==> src/rtl/fp_pkg.sv <==
// fp_pkg: shared widths, FSM encoding and operand classifiers
// for the iterative floating-point multiplier.
package fp_pkg;

    localparam int DEF_EXP_W = 8;
    localparam int DEF_MAN_W = 23;
    localparam int DEF_W     = 1 + DEF_EXP_W + DEF_MAN_W;
    localparam int DEF_BIAS  = (1 << (DEF_EXP_W - 1)) - 1;

    localparam logic [DEF_W-1:0] QNAN =
        {1'b0, {DEF_EXP_W{1'b1}}, 1'b1, {(DEF_MAN_W-1){1'b0}}};

    typedef enum logic [1:0] {
        IDLE,
        MUL,
        NORM,
        DONE
    } state_t;

    function automatic logic is_nan(input logic exp_ones,
                                    input logic frac_nz);
        return exp_ones & frac_nz;
    endfunction

    function automatic logic is_inf(input logic exp_ones,
                                    input logic frac_nz);
        return exp_ones & ~frac_nz;
    endfunction

    // Subnormals share the zero class: they are flushed on input.
    function automatic logic is_zero_or_sub(input logic exp_zero);
        return exp_zero;
    endfunction

endpackage

==> src/rtl/fp_mul_seq_mant.sv <==
// mant_mul_seq: shift-and-add significand multiplier,
// one multiplier bit retired per cycle.
module mant_mul_seq #(
    parameter int N = 24
) (
    input  logic         clk,
    input  logic         rst_n,
    input  logic         start,
    input  logic [N-1:0] ma,
    input  logic [N-1:0] mb,
    output logic         busy,
    output logic         done,
    output logic [N:0]   prod_hi
);

    localparam int CW = $clog2(N);

    logic [2*N-1:0] mcand;
    logic [2*N-1:0] acc;
    logic [N-1:0]   mplier;
    logic [CW-1:0]  cnt;
    logic           run;

    always_ff @(posedge clk or negedge rst_n) begin
        if (!rst_n) begin
            mcand  <= '0;
            acc    <= '0;
            mplier <= '0;
            cnt    <= '0;
            run    <= 1'b0;
        end else if (start) begin
            mcand  <= {{N{1'b0}}, ma};
            acc    <= '0;
            mplier <= mb;
            cnt    <= '0;
            run    <= 1'b1;
        end else if (run) begin
            if (mplier[0])
                acc <= acc + mcand;
            mcand  <= mcand << 1;
            mplier <= mplier >> 1;
            cnt    <= cnt + CW'(1);
            if (done)
                run <= 1'b0;
        end
    end

    assign busy    = run;
    assign done    = run && (cnt == CW'(N - 1));
    // Only the top N+1 product bits survive truncating normalization.
    assign prod_hi = acc[2*N-1 -: N+1];

endmodule

==> src/rtl/fp_mul_seq.sv <==
// fp_mul_seq: iterative IEEE-754 multiplier with valid/ready
// operand and result handshakes, fixed latency per operation.
module fp_mul_seq
    import fp_pkg::*;
#(
    parameter int EXP_W = DEF_EXP_W,
    parameter int MAN_W = DEF_MAN_W
) (
    input  logic                   clk,
    input  logic                   rst_n,
    input  logic                   in_valid,
    output logic                   in_ready,
    input  logic [EXP_W+MAN_W:0]   a,
    input  logic [EXP_W+MAN_W:0]   b,
    output logic                   out_valid,
    input  logic                   out_ready,
    output logic [EXP_W+MAN_W:0]   result
);

    localparam int W    = 1 + EXP_W + MAN_W;
    localparam int BIAS = (1 << (EXP_W - 1)) - 1;
    localparam int N    = MAN_W + 1;
    localparam int EW   = EXP_W + 2;

    localparam logic [W-1:0] QNAN_W =
        {1'b0, {EXP_W{1'b1}}, 1'b1, {(MAN_W-1){1'b0}}};

    state_t state, state_nx;

    logic         armed;
    logic         accept;
    logic         mul_start;
    logic         mul_busy;
    logic         mul_done;
    logic [N:0]   prod_hi;
    logic [W-1:0] a_q, b_q, res_nx;

    logic             sa, sb, sign, norm;
    logic [EXP_W-1:0] ea, eb;
    logic [MAN_W-1:0] fa, fb, frac;
    logic             nan_a, nan_b, inf_a, inf_b, zs_a, zs_b;
    logic             ovf, unf;
    logic [EW-1:0]    e_sum;

    always_ff @(posedge clk or negedge rst_n) begin
        if (!rst_n)
            state <= IDLE;
        else
            state <= state_nx;
    end

    always_comb begin
        state_nx = state;
        unique case (state)
            IDLE: if (accept)    state_nx = MUL;
            MUL:  if (mul_done)  state_nx = NORM;
            NORM:                state_nx = DONE;
            DONE: if (out_ready) state_nx = IDLE;
            default:             state_nx = IDLE;
        endcase
    end

    always_comb begin
        in_ready  = 1'b0;
        out_valid = 1'b0;
        mul_start = 1'b0;
        if (state == IDLE) in_ready  = armed;
        if (state == DONE) out_valid = 1'b1;
        if (state == MUL)  mul_start = !mul_busy && !mul_done;
    end

    assign accept = in_valid && in_ready;

    // armed holds in_ready low for the first cycle after reset release.
    always_ff @(posedge clk or negedge rst_n) begin
        if (!rst_n) begin
            armed  <= 1'b0;
            a_q    <= '0;
            b_q    <= '0;
            result <= '0;
        end else begin
            armed <= 1'b1;
            if (accept) begin
                a_q <= a;
                b_q <= b;
            end
            if (state == NORM)
                result <= res_nx;
        end
    end

    mant_mul_seq #(.N(N)) u_mant (
        .clk     (clk),
        .rst_n   (rst_n),
        .start   (mul_start),
        .ma      ({1'b1, fa}),
        .mb      ({1'b1, fb}),
        .busy    (mul_busy),
        .done    (mul_done),
        .prod_hi (prod_hi)
    );

    assign {sa, ea, fa} = a_q;
    assign {sb, eb, fb} = b_q;

    assign nan_a = is_nan(&ea, |fa);
    assign nan_b = is_nan(&eb, |fb);
    assign inf_a = is_inf(&ea, |fa);
    assign inf_b = is_inf(&eb, |fb);
    assign zs_a  = is_zero_or_sub(~|ea);
    assign zs_b  = is_zero_or_sub(~|eb);

    assign sign  = sa ^ sb;
    assign norm  = prod_hi[N];
    assign frac  = norm ? prod_hi[N-1:1] : prod_hi[N-2:0];
    assign e_sum = EW'(ea) + EW'(eb) - EW'(BIAS) + EW'(norm);

    assign ovf = !e_sum[EW-1] &&
                 (e_sum[EW-2:0] >= (EW-1)'((1 << EXP_W) - 1));
    assign unf = e_sum[EW-1] || (e_sum == '0);

    always_comb begin
        res_nx = {sign, e_sum[EXP_W-1:0], frac};
        if (nan_a || nan_b || (inf_a && zs_b) || (inf_b && zs_a))
            res_nx = QNAN_W;
        else if (inf_a || inf_b || ovf)
            res_nx = {sign, {EXP_W{1'b1}}, {MAN_W{1'b0}}};
        else if (zs_a || zs_b || unf)
            res_nx = {sign, {(W-1){1'b0}}};
    end

endmodule

==> config.mk <==
export PLATFORM = sky130hd
export DESIGN_NAME = fp_mul_seq
export DESIGN_NICKNAME = d
export VERILOG_FILES = /design/src/rtl/fp_pkg.sv /design/src/rtl/fp_mul_seq_mant.sv /design/src/rtl/fp_mul_seq.sv
export SDC_FILE = /design/constraint.sdc
export NUM_CORES = 1
export LEC_CHECK = 0
export ABC_AREA = 1
export BUFFER_PORTS_ARGS = -buffer_cell sky130_fd_sc_hd__buf_4
export CORE_MARGIN = 3
export CORE_UTILIZATION = 29
export DETAILED_ROUTE_END_ITERATION = 8
export PLACE_DENSITY_LB_ADDON = 0.12
export SLEW_MARGIN = 20
export SYNTH_ARGS = -nofsm -noshare
export SYNTH_HDL_FRONTEND = slang
export SYNTH_SLANG_ARGS = --single-unit
==> constraint.sdc <==
create_clock -name clk -period 4.5 [get_ports clk]
set_input_delay 0.9 -clock clk [delete_from_list [all_inputs] [get_ports clk]]
set_output_delay 0.9 -clock clk [all_outputs]
set_load 0.03 [all_outputs]
==> qor.yml <==
area_growth_pct: 16.9
numCtsBuffers: 27
syn_inst: 1885
drtPass1Iterations: 5
first_global_vias: 12201
synthFlopType: "dfrtp_1"
syn_avg_cell_area_sq_um: 7.17
cts_sinks: 225
dr.first_iter.drc_count: 804
p_int_w: 0.00597
core_sq_um: 45700
tns_ns: 0
viasPerCell: 4.73
antenna_cells: 0
synth_edf_count: 0
grt-ovfl-total: 0
pwr-share-seq_pct: 31.8
p_per_area_nw_per_um2: 696
path_max_fanout: 24
layout.nets: 2115
synthSimpleGateAreaFrac_pct: 30.2
synth.most_common_cell: "nand2_1"
syn_area_sq_um: 13500
relSlewSlack_pct: 36.7
crit_path_end_kind: "register"
synthArstFlopShare_pct: 100
setup_viol: 0
cts.path.max_buffers: 3
yosysTopAreaCell: "dfrtp_1"
peakVddDrop_mv: 0.336
drv_cap: 0
ant_nets: 0
outcome: "complete, no violations"
synth_top_family_by_area: "simple AND/OR/NAND/NOR gates"
fp-row-count: 78
grt_pass1_wl_microns: 67300
wl_microns: 41600
tightest_slew_ns: 0.948
portBuffers: 101
antenna_found_initial: 1
root_buffer: "clkbuf_16"
place_hpwl_microns: 31800
htreeDepth: 1
rr_worst_depth: 17
finalMaxSlewViolations: 0
yosysWarnings: 0
grt_util_all_layers_pct: 16.7
ys_seq_elements: 225
drc_errors: 0
cp_data_arrival_time_ns: 3.46
synthAdderAreaFrac_pct: 6.68
required_ns: 4.95
cts_tree: "done"
ioPinCount: 102
fp.dieH_microns: 222
finalHoldViolCount: 0
synth_common_cells: "722 x nand2_1, 225 x dfrtp_1, 189 x inv_1, 171 x nor2_1, 103 x o21ai_0"
hold_buffers: 0
wl_per_cell_microns: 16.0
drive_above_1_share_pct: 10.7
synth_nets: 2024
critPathKind: "register to register"
gp_congestion: 0.897
ys_seq_area_share_pct: 41.6
dieArea_sq_um: 49200
fmax_mhz: 332
start_util_pct: 29.6
rsz0062_at_grt: "false"
nFillCells: 4985
switchingPower_w: 0.00502
die_x_microns: 222
synthDistinctLibCells: 48
leakagePower_nw: 7.77
p_clk_share_pct: 19.8
hold_path_class: "input pin to async pin"
period_needed_ns: 3.01
post_cts_resized: 0
vias: 12269
synth_top_area_share_pct: 41.6
total_power_w: 0.0110
start_kind: "register"
synthMuxAreaShare_pct: 0
synth_area_leaders: "dfrtp_1 42%, nand2_1 20%, ha_1 6.4%"
synth_compound_area_share_pct: 13.9
synth_xor_area_share_pct: 0.130
grt_max_degree: 111
power_frac_comb_pct: 48.4
post-cts-setup-buffers: 0
clk_latency_ns: 0.57
netSwitchingFraction_pct: 45.7
clk_pin_slew_worst_paths_ns: 0.06
fin_crit_sh_pct: 66.9
finClkSkew_ns: 0.0183
[power groups by stage]
stage / combinational (W) / clock (W) / sequential [W]
4_1_cts: 0.00540 / 0.00226 / 0.00351
5_1_grt: 0.00611 / 0.00233 / 0.00361
3_5_place_dp: 0.00538 / 0 / 0.00353
3_3_place_gp: 0.00535 / 0 / 0.00353
2_1_floorplan: 0.00382 / 0 / 0.00353
6_report: 0.00532 / 0.00218 / 0.00349
[flip-flops by register name (all words and copies together), names as in the netlist, 2 cells and up]
signal and count:
b_q 32, a_q 32, u_mant.mcand 48, state 2, u_mant.mplier 24, result 32, u_mant.acc 48, u_mant.cnt 5
[cells in the final DEF (no fill, tap or decap), drive strengths merged, types with 8 or more instances in the layout]
master	count
nand4	25
clkinv	8
buf	115
ha	69
nor2	173
o221ai	8
nand3	70
clkbuf	42
inv	195
o22ai	26
dfrtp	225
o211ai	31
a21oi	95
nand2	737
o21ai	139
[layer usage]
metal / GRT usage, % / part of all wire (%) / up-vias / wire (microns)
met5: 0 / 0 / - / 0
met4: 4.75 / 3.1 / 0 / 1300
met3: 1.99 / 3.2 / 64 / 1330
met2: 26.7 / 44 / 200 / 18500
met1: 24.0 / 49 / 5740 / 20500
li1: - / - / 6265 / -
[critical path, stage by stage (launching register included)]
cell and delay [ns]:
dfrtp_1 0.35, clkinv_1 0.09, ha_1 0.28, inv_1 0.04, ha_1 0.21, fa_1 0.46
nand3_1 0.18, nand2_2 0.10, nand2_2 0.07, nand2_1 0.05, nand2_1 0.07, nand2_2 0.06
a21oi_1 0.17, nand2_2 0.09, nand3_4 0.35, inv_2 0.19, nand2_1 0.10, nand2_1 0.05
[worst paths after layout]
path                                      from    endpoint  slack, ns
worst max register to register  u_mant.acc[47]  result[11]       1.49
worst min register to register      result[19]  result[19]       0.48
worst min-delay path                     rst_n  result[10]       0.40
worst max-delay path            u_mant.acc[47]  result[11]       1.49
min in group clk                    result[19]  result[19]       0.48
max in group asynchronous                rst_n     a_q[23]       3.15
[per-stage QoR]
stage / setup slack, ns / cells / area, sq um / hold WS (ns) / utilization [%]
floorplan: 1.63 / 1885 / 13500 / 0.450 / -
global placement: 1.54 / 2547 / 14900 / 0.466 / 32.7
detailed placement: 1.46 / 2547 / 14900 / 0.472 / 32.7
CTS: 1.45 / 2595 / 15800 / 0.450 / 34.6
global route: 1.25 / 2595 / 15800 / 0.482 / 34.6
finish: 1.49 / 2595 / 15800 / 0.404 / 34.6
[layout make-up]
cell class / count / area, sq um / share of cell area, %
Clock buffer: 42 / 812 / 5.14
Clock inverter: 6 / 70.1 / 0.443
Tap cell: 600 / 751 / 4.75
Inverter: 198 / 749 / 4.74
Multi-Input combinational cell: 1409 / 6900 / 43.6
Sequential cell: 225 / 5630 / 35.6
Timing Repair Buffer: 115 / 896 / 5.67
[cells by family (layout without fill, tap and decap cells)]
group,count (synthesis),in the layout
AND/OR/NAND/NOR,1018,1018
AO/OA/AOI/OAI,317,317
buffers and inverters,251,361
flip-flops,225,225
adder cells (fa/ha/maj),71,71
XOR/XNOR,2,2
other,1,1
Power figures use the tool's default switching activity.
